===== src/rtl/alu_mc_pkg.sv =====
// -----------------------------------------------------------------------------
// alu_mc_pkg
// Shared definitions for the multi-cycle ALU:
//   - 4-bit opcode constants (OP_ADD .. OP_MULH; 0xC-0xF are reserved)
//   - FSM state enum (IDLE / BUSY / DONE)
//   - packed flag register layout
//   - helpers to classify opcodes
// -----------------------------------------------------------------------------
package alu_mc_pkg;

    localparam logic [3:0] OP_ADD  = 4'h0;
    localparam logic [3:0] OP_SUB  = 4'h1;
    localparam logic [3:0] OP_AND  = 4'h2;
    localparam logic [3:0] OP_OR   = 4'h3;
    localparam logic [3:0] OP_XOR  = 4'h4;
    localparam logic [3:0] OP_CMP  = 4'h5;
    localparam logic [3:0] OP_SHL  = 4'h6;
    localparam logic [3:0] OP_SHR  = 4'h7;
    localparam logic [3:0] OP_ADC  = 4'h8;
    localparam logic [3:0] OP_SBB  = 4'h9;
    localparam logic [3:0] OP_MUL  = 4'hA;
    localparam logic [3:0] OP_MULH = 4'hB;

    typedef enum logic [1:0] {
        ST_IDLE = 2'd0,
        ST_BUSY = 2'd1,
        ST_DONE = 2'd2
    } state_e;

    typedef struct packed {
        logic c;   // carry / borrow
        logic z;   // result == 0
        logic gt;  // a > b (unsigned), last CMP
        logic eq;  // a == b, last CMP
    } flags_t;

    function automatic logic is_mul(input logic [3:0] op);
        return (op == OP_MUL) || (op == OP_MULH);
    endfunction

    function automatic logic is_reserved(input logic [3:0] op);
        return op > OP_MULH;
    endfunction

endpackage


===== src/rtl/alu_mc_if.sv =====
// -----------------------------------------------------------------------------
// alu_mc_if
// Operation / result bus of the multi-cycle ALU.
//   Request side : in_valid, in_ready, opcode[3:0], a, b
//   Response side: out_valid, out_ready, result, flag_c, flag_z, flag_gt, flag_eq
//
// Handshake: a transfer happens on a rising clock edge where both valid and
// ready are high. The producer holds valid and its payload stable until that
// edge; ready may be raised or lowered freely and never depends on a future
// transfer. While out_valid is high and out_ready low, result and all flags
// are held stable.
//
// Modports: master = decode/writeback side, slave = ALU.
// -----------------------------------------------------------------------------
interface alu_mc_if #(
    parameter int WIDTH = 8
);
    logic             in_valid;
    logic             in_ready;
    logic [3:0]       opcode;
    logic [WIDTH-1:0] a;
    logic [WIDTH-1:0] b;
    logic             out_valid;
    logic             out_ready;
    logic [WIDTH-1:0] result;
    logic             flag_c;
    logic             flag_z;
    logic             flag_gt;
    logic             flag_eq;

    modport master (
        output in_valid, opcode, a, b, out_ready,
        input  in_ready, out_valid, result, flag_c, flag_z, flag_gt, flag_eq
    );

    modport slave (
        input  in_valid, opcode, a, b, out_ready,
        output in_ready, out_valid, result, flag_c, flag_z, flag_gt, flag_eq
    );
endinterface


===== src/rtl/alu_mul_iter.sv =====
// -----------------------------------------------------------------------------
// alu_mul_iter
// Iterative unsigned shift-add multiplier, one partial product per clock.
// Ports:
//   clk, rst_n      clock / asynchronous active-low reset
//   start_i         load a_i, b_i and begin (ignored-safe: restarts if busy)
//   a_i, b_i        WIDTH-bit unsigned operands
//   busy_o          iterations in progress
//   done_o          high during the final iteration cycle
//   product_o       2*WIDTH-bit product, valid while done_o is high
// After start at edge k, edges k+1..k+WIDTH consume b[0]..b[WIDTH-1].
// product_o is the accumulator value being written by the current iteration,
// so the consumer can capture the finished product at edge k+WIDTH itself.
// -----------------------------------------------------------------------------
module alu_mul_iter #(
    parameter int WIDTH = 8,
    parameter int CNT_W = $clog2(WIDTH + 1)
) (
    input  logic               clk,
    input  logic               rst_n,
    input  logic               start_i,
    input  logic [WIDTH-1:0]   a_i,
    input  logic [WIDTH-1:0]   b_i,
    output logic               busy_o,
    output logic               done_o,
    output logic [2*WIDTH-1:0] product_o
);

    logic               busy_q;
    logic [CNT_W-1:0]   cnt_q;
    logic [2*WIDTH-1:0] mcand_q;
    logic [WIDTH-1:0]   mplier_q;
    logic [2*WIDTH-1:0] acc_q;

    logic [2*WIDTH-1:0] partial;
    logic [2*WIDTH-1:0] acc_d;
    logic               last_iter;

    always_comb begin
        partial   = mplier_q[0] ? mcand_q : '0;
        acc_d     = acc_q + partial;
        // cnt_q counts completed iterations; this one brings it to WIDTH
        last_iter = busy_q && (cnt_q == CNT_W'(WIDTH - 1));
    end

    always_ff @(posedge clk or negedge rst_n) begin
        if (!rst_n) begin
            busy_q   <= 1'b0;
            cnt_q    <= '0;
            mcand_q  <= '0;
            mplier_q <= '0;
            acc_q    <= '0;
        end else if (start_i) begin
            busy_q   <= 1'b1;
            cnt_q    <= '0;
            mcand_q  <= {{WIDTH{1'b0}}, a_i};
            mplier_q <= b_i;
            acc_q    <= '0;
        end else if (busy_q) begin
            acc_q    <= acc_d;
            mcand_q  <= mcand_q << 1;
            mplier_q <= mplier_q >> 1;
            cnt_q    <= cnt_q + CNT_W'(1);
            if (last_iter) begin
                busy_q <= 1'b0;
            end
        end
    end

    assign busy_o    = busy_q;
    assign done_o    = last_iter;
    assign product_o = acc_d;

endmodule


===== src/rtl/alu_mc.sv =====
// -----------------------------------------------------------------------------
// alu_mc
// Multi-cycle ALU with registered result, persistent flags (for ADC/SBB
// chaining) and an iterative multiplier.
// Ports:
//   clk, rst_n   clock / asynchronous active-low reset
//   bus          alu_mc_if.slave: operation request and result response
//   state_o      current FSM state, for observation
// Single-cycle ops complete one edge after accept; MUL/MULH take WIDTH edges.
// Result and flags are written on the edge that enters DONE, so an ADC/SBB
// accepted back-to-back from DONE sees the carry of the op just completed.
// -----------------------------------------------------------------------------
module alu_mc
    import alu_mc_pkg::*;
#(
    parameter int WIDTH = 8,
    parameter int CNT_W = $clog2(WIDTH + 1)
) (
    input  logic   clk,
    input  logic   rst_n,
    alu_mc_if.slave bus,
    output state_e state_o
);

    localparam logic [WIDTH:0] WIDTH_V = (WIDTH + 1)'(WIDTH);

    state_e           state_q, state_d;
    logic [WIDTH-1:0] result_q, result_d;
    flags_t           flags_q, flags_d;
    logic             mulh_q, mulh_d;

    logic             in_ready;
    logic             accept;
    logic             mul_start;
    logic             mul_busy;
    logic             mul_done;
    logic [2*WIDTH-1:0] mul_product;
    logic [WIDTH-1:0] mul_res;

    logic [WIDTH-1:0] sc_result;
    flags_t           sc_flags;
    logic [WIDTH:0]   sum;
    logic [WIDTH:0]   diff;
    logic             cin_add;
    logic             cin_sub;
    logic             shift_big;

    // in_ready is forced low while reset is held
    assign in_ready = rst_n && ((state_q == ST_IDLE) ||
                                (state_q == ST_DONE && bus.out_ready));
    assign accept   = bus.in_valid && in_ready;

    // ---------------- single-cycle datapath ----------------
    always_comb begin
        sc_result = '0;
        sc_flags  = flags_q;
        cin_add   = (bus.opcode == OP_ADC) && flags_q.c;
        cin_sub   = (bus.opcode == OP_SBB) && flags_q.c;
        sum       = {1'b0, bus.a} + {1'b0, bus.b} + (WIDTH + 1)'(cin_add);
        // top bit of the (WIDTH+1)-bit difference is the borrow
        diff      = {1'b0, bus.a} - {1'b0, bus.b} - (WIDTH + 1)'(cin_sub);
        shift_big = {1'b0, bus.b} >= WIDTH_V;

        case (bus.opcode)
            OP_ADD, OP_ADC: begin
                sc_result  = sum[WIDTH-1:0];
                sc_flags.c = sum[WIDTH];
            end
            OP_SUB, OP_SBB: begin
                sc_result  = diff[WIDTH-1:0];
                sc_flags.c = diff[WIDTH];
            end
            OP_AND: sc_result = bus.a & bus.b;
            OP_OR:  sc_result = bus.a | bus.b;
            OP_XOR: sc_result = bus.a ^ bus.b;
            OP_CMP: begin
                sc_result   = '0;
                sc_flags.gt = bus.a > bus.b;
                sc_flags.eq = bus.a == bus.b;
            end
            OP_SHL: sc_result = shift_big ? '0 : (bus.a << bus.b);
            OP_SHR: sc_result = shift_big ? '0 : (bus.a >> bus.b);
            default: sc_result = '0;
        endcase

        if (bus.opcode != OP_CMP && !is_reserved(bus.opcode)) begin
            sc_flags.z = (sc_result == '0);
        end
    end

    // ---------------- multiplier ----------------
    alu_mul_iter #(
        .WIDTH (WIDTH),
        .CNT_W (CNT_W)
    ) u_mul (
        .clk       (clk),
        .rst_n     (rst_n),
        .start_i   (mul_start),
        .a_i       (bus.a),
        .b_i       (bus.b),
        .busy_o    (mul_busy),
        .done_o    (mul_done),
        .product_o (mul_product)
    );

    assign mul_res = mulh_q ? mul_product[2*WIDTH-1:WIDTH] : mul_product[WIDTH-1:0];

    // ---------------- FSM next state / register updates ----------------
    always_comb begin
        state_d   = state_q;
        result_d  = result_q;
        flags_d   = flags_q;
        mulh_d    = mulh_q;
        mul_start = 1'b0;

        case (state_q)
            ST_IDLE: ;
            ST_BUSY: begin
                if (mul_busy && mul_done) begin
                    state_d   = ST_DONE;
                    result_d  = mul_res;
                    flags_d.z = (mul_res == '0);
                end
            end
            ST_DONE: begin
                if (bus.out_ready && !bus.in_valid) begin
                    state_d = ST_IDLE;
                end
            end
            default: state_d = ST_IDLE;
        endcase

        // accept only happens in IDLE or DONE, never alongside the BUSY branch
        if (accept) begin
            if (is_mul(bus.opcode)) begin
                mul_start = 1'b1;
                mulh_d    = (bus.opcode == OP_MULH);
                state_d   = ST_BUSY;
            end else begin
                result_d = sc_result;
                flags_d  = sc_flags;
                state_d  = ST_DONE;
            end
        end
    end

    always_ff @(posedge clk or negedge rst_n) begin
        if (!rst_n) begin
            state_q  <= ST_IDLE;
            result_q <= '0;
            flags_q  <= '0;
            mulh_q   <= 1'b0;
        end else begin
            state_q  <= state_d;
            result_q <= result_d;
            flags_q  <= flags_d;
            mulh_q   <= mulh_d;
        end
    end

    assign bus.in_ready  = in_ready;
    assign bus.out_valid = (state_q == ST_DONE);
    assign bus.result    = result_q;
    assign bus.flag_c    = flags_q.c;
    assign bus.flag_z    = flags_q.z;
    assign bus.flag_gt   = flags_q.gt;
    assign bus.flag_eq   = flags_q.eq;
    assign state_o       = state_q;

endmodule


===== src/flat_wrapper.sv =====
// flat-port wrapper written by rule: the top's interface ports become plain ports
module alu_mc_flat import alu_mc_pkg::*;
#(
    parameter int WIDTH = 8,
    parameter int CNT_W = $clog2(WIDTH + 1)
)
  (clk, rst_n, state_o, bus_in_valid, bus_opcode, bus_a, bus_b, bus_out_ready, bus_in_ready, bus_out_valid, bus_result, bus_flag_c, bus_flag_z, bus_flag_gt, bus_flag_eq);
  alu_mc_if #(.WIDTH(WIDTH)) bus_i ();
  input  logic clk;
  input  logic rst_n;
  output state_e state_o;
  input wire logic [$bits(bus_i.in_valid)-1:0] bus_in_valid;
  input wire logic [$bits(bus_i.opcode)-1:0] bus_opcode;
  input wire logic [$bits(bus_i.a)-1:0] bus_a;
  input wire logic [$bits(bus_i.b)-1:0] bus_b;
  input wire logic [$bits(bus_i.out_ready)-1:0] bus_out_ready;
  output wire logic [$bits(bus_i.in_ready)-1:0] bus_in_ready;
  output wire logic [$bits(bus_i.out_valid)-1:0] bus_out_valid;
  output wire logic [$bits(bus_i.result)-1:0] bus_result;
  output wire logic [$bits(bus_i.flag_c)-1:0] bus_flag_c;
  output wire logic [$bits(bus_i.flag_z)-1:0] bus_flag_z;
  output wire logic [$bits(bus_i.flag_gt)-1:0] bus_flag_gt;
  output wire logic [$bits(bus_i.flag_eq)-1:0] bus_flag_eq;
  assign bus_i.in_valid = bus_in_valid;
  assign bus_i.opcode = bus_opcode;
  assign bus_i.a = bus_a;
  assign bus_i.b = bus_b;
  assign bus_i.out_ready = bus_out_ready;
  assign bus_in_ready = bus_i.in_ready;
  assign bus_out_valid = bus_i.out_valid;
  assign bus_result = bus_i.result;
  assign bus_flag_c = bus_i.flag_c;
  assign bus_flag_z = bus_i.flag_z;
  assign bus_flag_gt = bus_i.flag_gt;
  assign bus_flag_eq = bus_i.flag_eq;
  alu_mc #(.WIDTH(WIDTH), .CNT_W(CNT_W)) u_core (.clk(clk), .rst_n(rst_n), .bus(bus_i), .state_o(state_o));
endmodule

===== config.mk =====
export PLATFORM = sky130hd
export DESIGN_NAME = alu_mc_flat
export DESIGN_NICKNAME = d
export VERILOG_FILES = /design/src/rtl/alu_mc_pkg.sv /design/src/rtl/alu_mc_if.sv /design/src/rtl/alu_mul_iter.sv /design/src/rtl/alu_mc.sv /design/src/flat_wrapper.sv
export SDC_FILE = /design/constraint.sdc
export NUM_CORES = 1
export LEC_CHECK = 0
export BUFFER_PORTS_ARGS = -buffer_cell sky130_fd_sc_hd__buf_4
export CORE_MARGIN = 2
export CORE_UTILIZATION = 60
export DETAILED_ROUTE_END_ITERATION = 8
export GPL_ROUTABILITY_DRIVEN = 0
export PLACE_DENSITY = 0.82
export SYNTH_ARGS = -nofsm -noshare
export SYNTH_HDL_FRONTEND = slang
export SYNTH_SLANG_ARGS = --single-unit

===== constraint.sdc =====
create_clock -name clk -period 5 [get_ports clk]
set_input_delay 0.25 -clock clk [delete_from_list [all_inputs] [get_ports clk]]
set_output_delay 0.25 -clock clk [all_outputs]
set_load 0.01 [all_outputs]

==> results of run 1 <==
[through the flow]
step	setup WS [ns]	area, um2	hold WS, ns
after global placement	1.70	5930	0.476
after global routing	1.46	6170	0.160
after floorplan	1.94	5590	-0.0456
after detailed placement	1.56	5930	0.485
final	1.65	6170	0.0949
after CTS	1.72	6170	0.131
[power groups by stage]
stage | combinational (mW) | sequential, mW | clock [mW]
2_1_floorplan | 0.980 | 0.787 | 0
3_3_place_gp | 1.25 | 0.822 | 0
3_5_place_dp | 1.29 | 0.833 | 0
4_1_cts | 1.30 | 0.826 | 0.550
5_1_grt | 1.46 | 0.849 | 0.576
6_report | 1.31 | 0.827 | 0.546
[cell usage in the layout, fill, tap and decap left out, types with 4 or more instances in the layout]
cell type and n:
nand2_1 59, dfrtp_1 59, ha_1 54, nor2_1 52
mux2i_1 46, buf_4 44, o21ai_0 43, inv_1 34
a21oi_1 32, and2_1 21, xnor2_1 18, xor2_1 12
a21o_1 11, nor2b_1 9, clkbuf_8 9, mux4_2 8
nor3_1 8, nand4_1 8, nand3_1 8, a211oi_1 8
o21ai_1 7, a31oi_1 6, o211ai_1 6, inv_2 6
o21bai_1 5, o2111ai_1 5, nand2b_1 5, fa_1 5
or3_1 4, nor4_1 4
[cell type report]
class	count	area, um2	area share
clock buffers	9	124	0.0201
multi-input cells	508	3810	0.618
repair buffers	44	330	0.0535
clock inverters	7	114	0.0185
inverters	40	150	0.0243
flip-flops and latches	60	1500	0.244
well taps	111	139	0.0225
[critical path: cells and delay by family, from the launching register on]
kind / cells / cell delay, ns
AOI/OAI and AO/OA: 5 / 1.36
xor gates and xnor gates: 1 / 0.13
adders and majority gates: 2 / 0.89
DFF: 1 / 0.38
and+or+nand+nor: 3 / 0.49
[worst max-delay path by stage]
stage / startpoint / to / slack (ns) / cells after the start
after floorplan: bus_opcode[0] / u_core.bus.flag_z$_DFFE_PN0P_ / 1.94 / 13
after global placement: bus_opcode[0] / u_core.bus.flag_z$_DFFE_PN0P_ / 1.70 / 14
after detailed placement: bus_opcode[0] / u_core.bus.flag_z$_DFFE_PN0P_ / 1.56 / 14
after CTS: u_core.bus.flag_c$_DFFE_PN0P_ / u_core.bus.flag_z$_DFFE_PN0P_ / 1.72 / 11
after global routing: u_core.bus.flag_c$_DFFE_PN0P_ / u_core.bus.flag_z$_DFFE_PN0P_ / 1.46 / 11
final: u_core.bus.flag_c$_DFFE_PN0P_ / u_core.bus.flag_z$_DFFE_PN0P_ / 1.65 / 11
[state kept, by name, indices dropped and copies added (netlist names)]
register               count
u_core.u_mul.acc_q        16
u_core.u_mul.mcand_q      16
u_core.bus.result          8
u_core.u_mul.mplier_q      8
u_core.u_mul.cnt_q         4
u_core.state_o             2
u_core.bus.flag_c          1
u_core.bus.flag_eq         1
u_core.bus.flag_gt         1
u_core.bus.flag_z          1
u_core.mulh_q              1
u_core.u_mul.busy_o        1
[cell families (layout without fill, tap and decap cells)]
group                      Yosys count  after routing
muxes                               59             59
adders and majority gates           59             59
AOI/OAI and AO/OA                  159            159
DFF                                 60             60
buffers and inverters               71            100
xor gates and xnor gates            30             30
and+or+nand+nor                    201            201
[layer usage]
| layer | wire (um) | GRT usage | vias up |
|---|---|---|---|
| li1 | - | - | 2337 |
| met1 | 6260 | 0.408 | 2399 |
| met2 | 6950 | 0.489 | 252 |
| met3 | 1200 | 0.0687 | 42 |
| met4 | 367 | 0.0959 | 0 |
| met5 | 0 | 0 | - |
==> run_results.csv, run 1 <==
group,metric,value,unit
yosys,synth-edff-count,0,
setup_path,worst_r2r_path_depth,11,
finish,nNetsFinal,746,
yosys,synthTopCellsByArea,"dfrtp_1 27%, ha_1 12%, mux2i_1 8.2%, nand2_1 4.0%, o21ai_0 3.8%",
yosys,syn_avg_cell_area,8.75,um2
clocking,postCtsSetupBuffers,0,
setup_path,cpPeakStageDelay,0.45,ns
finish,drive_gt1_frac,0.133,
yosys,synth_top_family_by_area,"compound AO/OA/AOI/OAI gates",
finish,fin_util,0.674,
clocking,cts-hold-fix-buffers,0,
drt,viasPerCell,6.46,
yosys,ys_seq_area_frac,0.268,
run,drv_cap,0,
die,rows,35,
yosys,synth_top_area_frac,0.268,
yosys,synth_compound_area_frac,0.188,
setup_path,timing.rr.end,"u_core.bus.flag_z$_DFFE_PN0P_",
setup_path,critPathLaunchType,"flop",
setup_path,regToRegSetupSlack,1.65,ns
clocking,clkSinkCount,60,
drt,post-route-drc-count,0,
finish,fill_cells,728,
timing,clock.fmax,299,MHz
yosys,synth_fp_nets,722,
power_and_ir_drop,power.switching,1.12,mW
clocking,htree_levels,3,
timing,fin_tns_setup,0,ns
setup_path,r2r_start,"u_core.bus.flag_c$_DFFE_PN0P_",
power_and_ir_drop,total_power,2.69,mW
setup_path,crit_chain,"nor3b_1 > nand2_1 > fa_1 > fa_1 > o31a_1 > o31a_1 > xnor2_1 > o2111ai_1 > nor4_1 > a22o_1 > a41o_1",
setup_path,slowest_stage,"fa_1",
timing,relSlewSlack,0.241,
die,core_area,9150,um2
setup_path,end_kind,"flop",
power_and_ir_drop,power_leakage,2.85,nW
timing,skew,0.0176,ns
die,ios,40,
die,die_area,10100,um2
yosys,yosys.area.top_type,"dfrtp_1",
grt,antenna_found_initial,0,
power_and_ir_drop,p_seq_frac,0.308,
grt,grt_pass1_vias,4829,
yosys,synthAdderAreaFrac,0.139,
power_and_ir_drop,comb_power_share,0.489,
grt,grt_pass1_wl,24100,um
setup_path,cp_data_arrival_time,3.60,ns
yosys,synth_xor_area_frac,0.0470,
drt,firstDrtPassIters,5,
finish,instances_no_fill,779,
yosys,synth_warnings,0,
power_and_ir_drop,switching_share,0.418,
die,start_util,0.611,
timing,rsz0062_at_grt,"false",
yosys,ys.flop_type,"dfrtp_1",
clocking,ctsLongestPathBuffers,2,
yosys,yosys-top-cells-count,"60 x dfrtp_1, 59 x nand2_1, 54 x ha_1",
timing,finalHoldViolCount,0,
drt,drt_iter0_drc,395,
clocking,clk_pin_slew,0.08,ns
hold_path,hold_path_class,"primary input to async pin",
yosys,synth_seq_cells,60,
die,die_h,101,um
clocking,cts_resized,0,
clocking,cts_root_buf,"clkbuf_8",
grt,grt-ovfl-total,0,
placement,portBuffers,39,
power_and_ir_drop,p_int,1.56,mW
timing,drv_slew,0,
power_and_ir_drop,ir_drop,0.288,mV
timing,finalSetupViolCount,0,
grt,grt_usage,0.304,
drt,wl,14800,um
power_and_ir_drop,pwr-share-clk,0.203,
setup_path,crit_required,5.25,ns
yosys,synthDistinctLibCells,74,
placement,dp.cells,763,
clocking,numCtsBuffers,9,
grt,grt_max_degree,63,
yosys,yosysMostFrequentCell,"dfrtp_1",
yosys,synthMuxAreaShare,0.125,
drt,antenna_left,0,
timing,final_min_period_over_clock_period,0.670,
placement,hpwl,11000,um
die,die_w,101,um
finish,synthToLayoutAreaGrowth,10.3,%
setup_path,path_max_fanout,3,
yosys,syn_inst,639,
drt,post_drt_wl_per_cell,19.0,um
power_and_ir_drop,power_density,435,nW/um2
clocking,clkLatencyLatePin,0.36,ns
yosys,yosys.area_share.simple,0.182,
clocking,tritoncts,"done",
yosys,async_flop_share,1.00,
setup_path,worst-setup-path-type,"flop to flop",
drt,num_vias,5030,
timing,min_period,3.35,ns
yosys,syn_area,5590,um2
timing,worst_slew_pin_slew,1.12,ns
finish,antenna_cells,0,
status,status,"finished, final reports clean",
(Power assumes the default switching activity.)
==> run 2: changes to the inputs <==
CORE_UTILIZATION = 56   (was 60)
PLACE_DENSITY = 0.81   (was 0.82)
clock period = 2.8 ns   (was 5 ns; I/O delays follow)
==> run 2 against run 1 <==
  * The run now ends with hold timing, setup timing left
  * Power grew 99%
  * Clock skew down 0.0044 ns
  * Flip-flop and latch count did not move
  * Combinational power up 140%
  * Final cell count is 11% higher
  * Fmax is 8.2% higher
  * Hold slack got worse by 0.12 ns
  * Register-to-register slack got worse by 1.9 ns
  * Via count increased by 11%
  * Utilization up 3.8 points
==> run_results.csv, run 2 (synthesized netlist as in run 1, its figures left out) <==
group,metric,value,unit
die,die_w,104,um
placement,placed_cell_area,6410,um2
drt,m1WireLength,6710,um
drt,highest_layer,"met4",
die,start_util,0.575,
finish,multi_input_area,4120,um2
setup_path,end_kind,"flop",
status,violations,"hold timing, setup timing",
power_and_ir_drop,ir_drop,0.377,mV
placement,hpwl,12000,um
hold_path,hold_path_class,"primary input to async pin",
timing,rsz0062_at_grt,"true",
placement,portBuffers,39,
setup_path,cp_data_arrival_time,3.38,ns
timing,final.setup.worst_slack,-0.294,ns
clocking,tritoncts,"done",
setup_path,crit_chain,"nor3b_4 > nand2_1 > fa_2 > fa_2 > o31a_1 > o31a_1 > xnor2_1 > o2111ai_2 > nor4_2 > a22o_1 > a41o_1",
drt,firstDrtPassIters,7,
timing,drv_slew,0,
timing,skew,0.0132,ns
grt,antenna_found_initial,0,
finish,fin_util,0.712,
die,rows,36,
setup_path,cp_top_family,"compound AO/OA/AOI/OAI gates",
setup_path,worst-setup-path-type,"flop to flop",
finish,nNetsFinal,809,
finish,seqCellArea,1500,um2
clocking,clkLatencyLatePin,0.36,ns
timing,relSlewSlack,0.500,
setup_path,crit_required,3.08,ns
drt,post-route-drc-count,0,
grt,grt-ovfl-total,0,
clocking,numCtsBuffers,9,
drt,wl,17600,um
drt,antenna_left,0,
drt,drt_iter0_drc,603,
drt,viasPerCell,6.44,
timing,worst_slew_pin_slew,0.750,ns
drt,met2_length,8460,um
clocking,ctsLongestPathBuffers,2,
drt,post_drt_wl_per_cell,20.3,um
setup_path,critPathLaunchType,"flop",
power_and_ir_drop,power_density,772,nW/um2
setup_path,worst-path-buf-inv,0,
clocking,cts_root_buf,"clkbuf_8",
timing,finalHoldViolCount,14,
finish,drive_gt1_frac,0.276,
finish,antenna_cells,0,
timing,finalSetupViolCount,4,
run,drv_cap,0,
status,status,"finished, violations left",
grt,grt_pass1_vias,5293,
drt,met3_wirelength,1610,um
grt,grt_max_degree,62,
drt,num_vias,5565,
clocking,clk_pin_slew,0.08,ns
timing,min_period,3.09,ns
die,core_area,9730,um2
grt,grt_usage,0.310,
grt,grt_pass1_wl,26900,um
die,die_h,104,um
setup_path,cpPeakStageDelay,0.36,ns
finish,synthToLayoutAreaGrowth,23.8,%
finish,layout_commonest_cell,"buf_4",
timing,final_min_period_over_clock_period,1.11,
setup_path,path_max_fanout,2,
timing,hold-worst-slack,-0.0244,ns
timing,clock.fmax,323,MHz
placement,pre_cts_slack,-0.264,ns
power_and_ir_drop,total_power,5.35,mW
clocking,htree_levels,3,
finish,final_cell_mix,"105 x buf_4, 58 x nand2_1, 58 x dfrtp_1, 49 x nor2_1, 47 x ha_1",
die,die_area,10800,um2
finish,final_area,6930,um2
clocking,clkSinkCount,60,
finish,reg_top3,"u_core.u_mul.acc_q x16, u_core.u_mul.mcand_q x16",
finish,fill_cells,694,
die,ios,40,
power_and_ir_drop,power_leakage,3.17,nW
setup_path,slowest_stage,"dfrtp_1",
-- run 2: changes by cell type in the layout (fill, tap and decap cells not counted), moves of 5 or more --
cell,change
fa_2,+5
a211oi_1,-5
fa_1,-5
ha_1,-7
a21oi_1,-9
a21oi_2,+8
buf_4,+61
a211oi_2,+5
-- run 2: layout make-up --
type | instances | share of cell area
multi-input cells | 508 | 0.595
flip-flops and latches | 60 | 0.217
repair buffers | 107 | 0.116
well taps | 133 | 0.0240
inverters | 40 | 0.0217
clock buffers | 11 | 0.0204
clock inverters | 5 | 0.00524
-- run 2: metal layers --
layer,global-route usage,vias to the layer above
met1,0.394,2685
li1,-,2466
met5,0,-
met2,0.504,338
met3,0.0677,76
met4,0.142,0
-- run 2: through the flow --
stage	TNS, ns	instances
CTS	-0.248	860
global placement	-0.246	843
floorplan	0	639
global route	-1.19	864
finish	-0.488	864
detailed placement	-0.389	843
-- run 2: what timing repair did --
item	4_1_cts	5_1_grt
setup buffers	1	4
endpoints found under the hold margin	0	0
resized for setup	12	48
endpoints found under the setup margin	6	14
hold buffers	0	0
pin swaps	4	12
-- run 2: worst paths after layout --
check                                               start                                   end  slack, ns  depth (start not counted)
max in group asynchronous                           rst_n  u_core.u_mul.mplier_q[0]$_DFFE_PN0P_       2.27                          2
setup reg to reg            u_core.bus.flag_c$_DFFE_PN0P_         u_core.bus.flag_z$_DFFE_PN0P_      -0.29                         11
setup / recovery            u_core.bus.flag_c$_DFFE_PN0P_         u_core.bus.flag_z$_DFFE_PN0P_      -0.29                         11
hold / removal                                      rst_n        u_core.bus.result[6]$_DFF_PN0_      -0.02                          2
min in group clk                                 bus_b[3]  u_core.u_mul.mplier_q[3]$_DFFE_PN0P_       0.07                          3
hold reg to reg            u_core.bus.flag_gt$_DFFE_PN0P_        u_core.bus.flag_gt$_DFFE_PN0P_       0.52                          2
-- run 2: report_power, final --
group | switching, mW | leakage (nW) | total (mW) | internal, mW
clock network | 0.396 | 0.0820 | 0.742 | 0.347
registers | 0.289 | 0.763 | 1.50 | 1.21
logic | 1.70 | 2.33 | 3.11 | 1.41
==> run 3: changes to the inputs <==
CORE_UTILIZATION = 60   (was 56)
PLACE_DENSITY = 0.82   (was 0.81)
clock period = 3.85 ns   (was 2.8 ns; I/O delays follow)
==> run 3 against run 2 <==
  * The run now ends clean
  * Clock-buffer cell count increased by 1
  * Flip-flop and latch count is the same
  * Clock power is 17% lower
  * Sequential share of layout area increased by 2.7 points
  * Clock skew up 0.0038 ns
  * Critical path type unchanged
  * Critical endpoint unchanged
  * Largest cell class unchanged
==> run_results.csv, run 3 (synthesized netlist as in run 1, its figures left out) <==
group,metric,value,unit
grt,grt_pass1_vias,4767,
timing,drv_slew,0,
die,die_area,10100,um2
timing,fin_tns_setup,0,ns
timing,clock.fmax,303,MHz
power_and_ir_drop,power_density,552,nW/um2
timing,final_min_period_over_clock_period,0.856,
setup_path,crit_chain,"nor3b_1 > nand2_1 > fa_1 > fa_1 > o31a_1 > o31a_1 > xnor2_1 > o2111ai_1 > nor4_1 > a22o_1 > a41o_1",
setup_path,path_max_fanout,3,
timing,skew,0.0169,ns
grt,grt-ovfl-total,0,
placement,pre_cts_slack,0.558,ns
finish,instances_no_fill,780,
timing,rsz0062_at_grt,"false",
clocking,htree_levels,3,
drt,firstDrtPassIters,5,
power_and_ir_drop,ir_drop,0.275,mV
timing,hold-worst-slack,0.0334,ns
finish,antenna_cells,0,
power_and_ir_drop,switching_share,0.429,
setup_path,r2r_start,"u_core.bus.flag_c$_DFFE_PN0P_",
clocking,cts_resized,0,
timing,finalHoldViolCount,0,
timing,worst_slew_pin_slew,1.01,ns
setup_path,regToRegSetupSlack,0.55,ns
drt,drt_iter0_drc,494,
timing,min_period,3.30,ns
drt,num_vias,5055,
finish,fill_cells,758,
finish,nNetsFinal,747,
power_and_ir_drop,power.switching,1.45,mW
setup_path,end_kind,"flop",
drt,post-route-drc-count,0,
timing,final.setup.worst_slack,0.555,ns
timing,finalSetupViolCount,0,
setup_path,cpPeakStageDelay,0.45,ns
drt,wl,14800,um
timing,relSlewSlack,0.320,
placement,dp.cells,764,
setup_path,worst-path-buf-inv,0,
power_and_ir_drop,power_leakage,2.84,nW
clocking,cts_root_buf,"clkbuf_8",
die,core_area,9150,um2
drt,viasPerCell,6.48,
finish,synthToLayoutAreaGrowth,9.82,%
power_and_ir_drop,p_seq_frac,0.317,
clocking,clkLatencyLatePin,0.36,ns
clocking,ctsLongestPathBuffers,2,
setup_path,timing.rr.end,"u_core.bus.flag_z$_DFFE_PN0P_",
finish,final_cell_mix,"59 x nand2_1, 59 x dfrtp_1, 54 x ha_1, 52 x nor2_1, 46 x mux2i_1",
die,ios,40,
clocking,postCtsSetupBuffers,0,
grt,antenna_found_initial,0,
grt,grt_usage,0.305,
power_and_ir_drop,p_int,1.93,mW
grt,grt_pass1_wl,24200,um
finish,drive_gt1_frac,0.133,
placement,hpwl,10900,um
clocking,numCtsBuffers,9,
setup_path,critPathLaunchType,"flop",
hold_path,hold_path_class,"primary input to async pin",
clocking,tritoncts,"done",
grt,grt_max_degree,63,
clocking,cts-hold-fix-buffers,0,
run,drv_cap,0,
setup_path,cp_top_family,"compound AO/OA/AOI/OAI gates",
drt,post_drt_wl_per_cell,18.9,um
die,start_util,0.611,
setup_path,slowest_stage,"fa_1",
die,rows,35,
setup_path,worst_r2r_path_depth,11,
setup_path,worst-setup-path-type,"flop to flop",
power_and_ir_drop,pwr-share-clk,0.181,
drt,antenna_left,0,
die,die_h,101,um
clocking,clkSinkCount,60,
setup_path,crit_required,4.09,ns
finish,reg_top3,"u_core.u_mul.acc_q x16, u_core.u_mul.mcand_q x16",
placement,portBuffers,39,
status,status,"finished, final reports clean",
power_and_ir_drop,comb_power_share,0.501,
clocking,clk_pin_slew,0.08,ns
setup_path,cp_data_arrival_time,3.54,ns
die,die_w,101,um
## run 3: cell types whose count changed in the layout (fill, tap and decap cells not counted), sizes merged
cell	delta
buf	-61
clkinv	+1
clkinvlp	-2
inv	-1
bufinv	+1
## run 3: per-layer routing
layer	global-route usage	part of all wire	wire length, um	vias to the layer above
met2	0.489	0.47	6930	239
met1	0.413	0.42	6250	2412
met4	0.114	0.029	433	0
li1	-	-	-	2356
met3	0.0548	0.078	1160	48
met5	0	0	0	-
## run 3: worst reg2reg max path: stages (launching register included)
cell,delay [ns]
dfrtp_1,0.38
nor3b_1,0.25
nand2_1,0.10
fa_1,0.45
fa_1,0.44
o31a_1,0.33
o31a_1,0.28
xnor2_1,0.14
o2111ai_1,0.30
nor4_1,0.12
a22o_1,0.20
a41o_1,0.19
## run 3: area by class of cell
class / count / area (um2) / share of cell area
Inverter: 40 / 150 / 0.0244
Timing Repair Buffer: 45 / 338 / 0.0550
Clock inverter: 4 / 47.5 / 0.00774
Tap cell: 111 / 139 / 0.0226
Multi-Input combinational cell: 508 / 3810 / 0.620
Sequential cell: 60 / 1500 / 0.245
Clock buffer: 12 / 155 / 0.0253
## run 3: worst max path at each step
| stage | cells past startpoint | from | endpoint | slack (ns) |
|---|---|---|---|---|
| after global routing | 12 | u_core.bus.flag_c$_DFFE_PN0P_ | u_core.bus.flag_z$_DFFE_PN0P_ | 0.34 |
| after CTS | 11 | u_core.bus.flag_c$_DFFE_PN0P_ | u_core.bus.flag_z$_DFFE_PN0P_ | 0.62 |
| final | 11 | u_core.bus.flag_c$_DFFE_PN0P_ | u_core.bus.flag_z$_DFFE_PN0P_ | 0.55 |
| after floorplan | 13 | bus_opcode[0] | u_core.bus.flag_z$_DFFE_PN0P_ | 0.84 |
| after global placement | 14 | bus_opcode[0] | u_core.bus.flag_z$_DFFE_PN0P_ | 0.63 |
| after detailed placement | 11 | bus_b[0] | u_core.bus.flag_z$_DFFE_PN0P_ | 0.56 |
## run 3: power groups by stage
stage	Sequential (mW)	Clock [mW]	Combinational [mW]
floorplan	1.02	0	1.27
global placement	1.07	0	1.62
detailed placement	1.09	0	1.67
CTS	1.07	0.620	1.68
global route	1.11	0.646	1.88
finish	1.08	0.614	1.70
## run 3: through the flow
stage | util | power, mW | instance area (um2)
6_report | 0.671 | 3.39 | 6140
5_1_grt | 0.671 | 3.64 | 6140
3_3_place_gp | 0.649 | 2.69 | 5940
2_1_floorplan | - | 2.29 | 5590
3_5_place_dp | 0.649 | 2.76 | 5940
4_1_cts | 0.671 | 3.38 | 6140
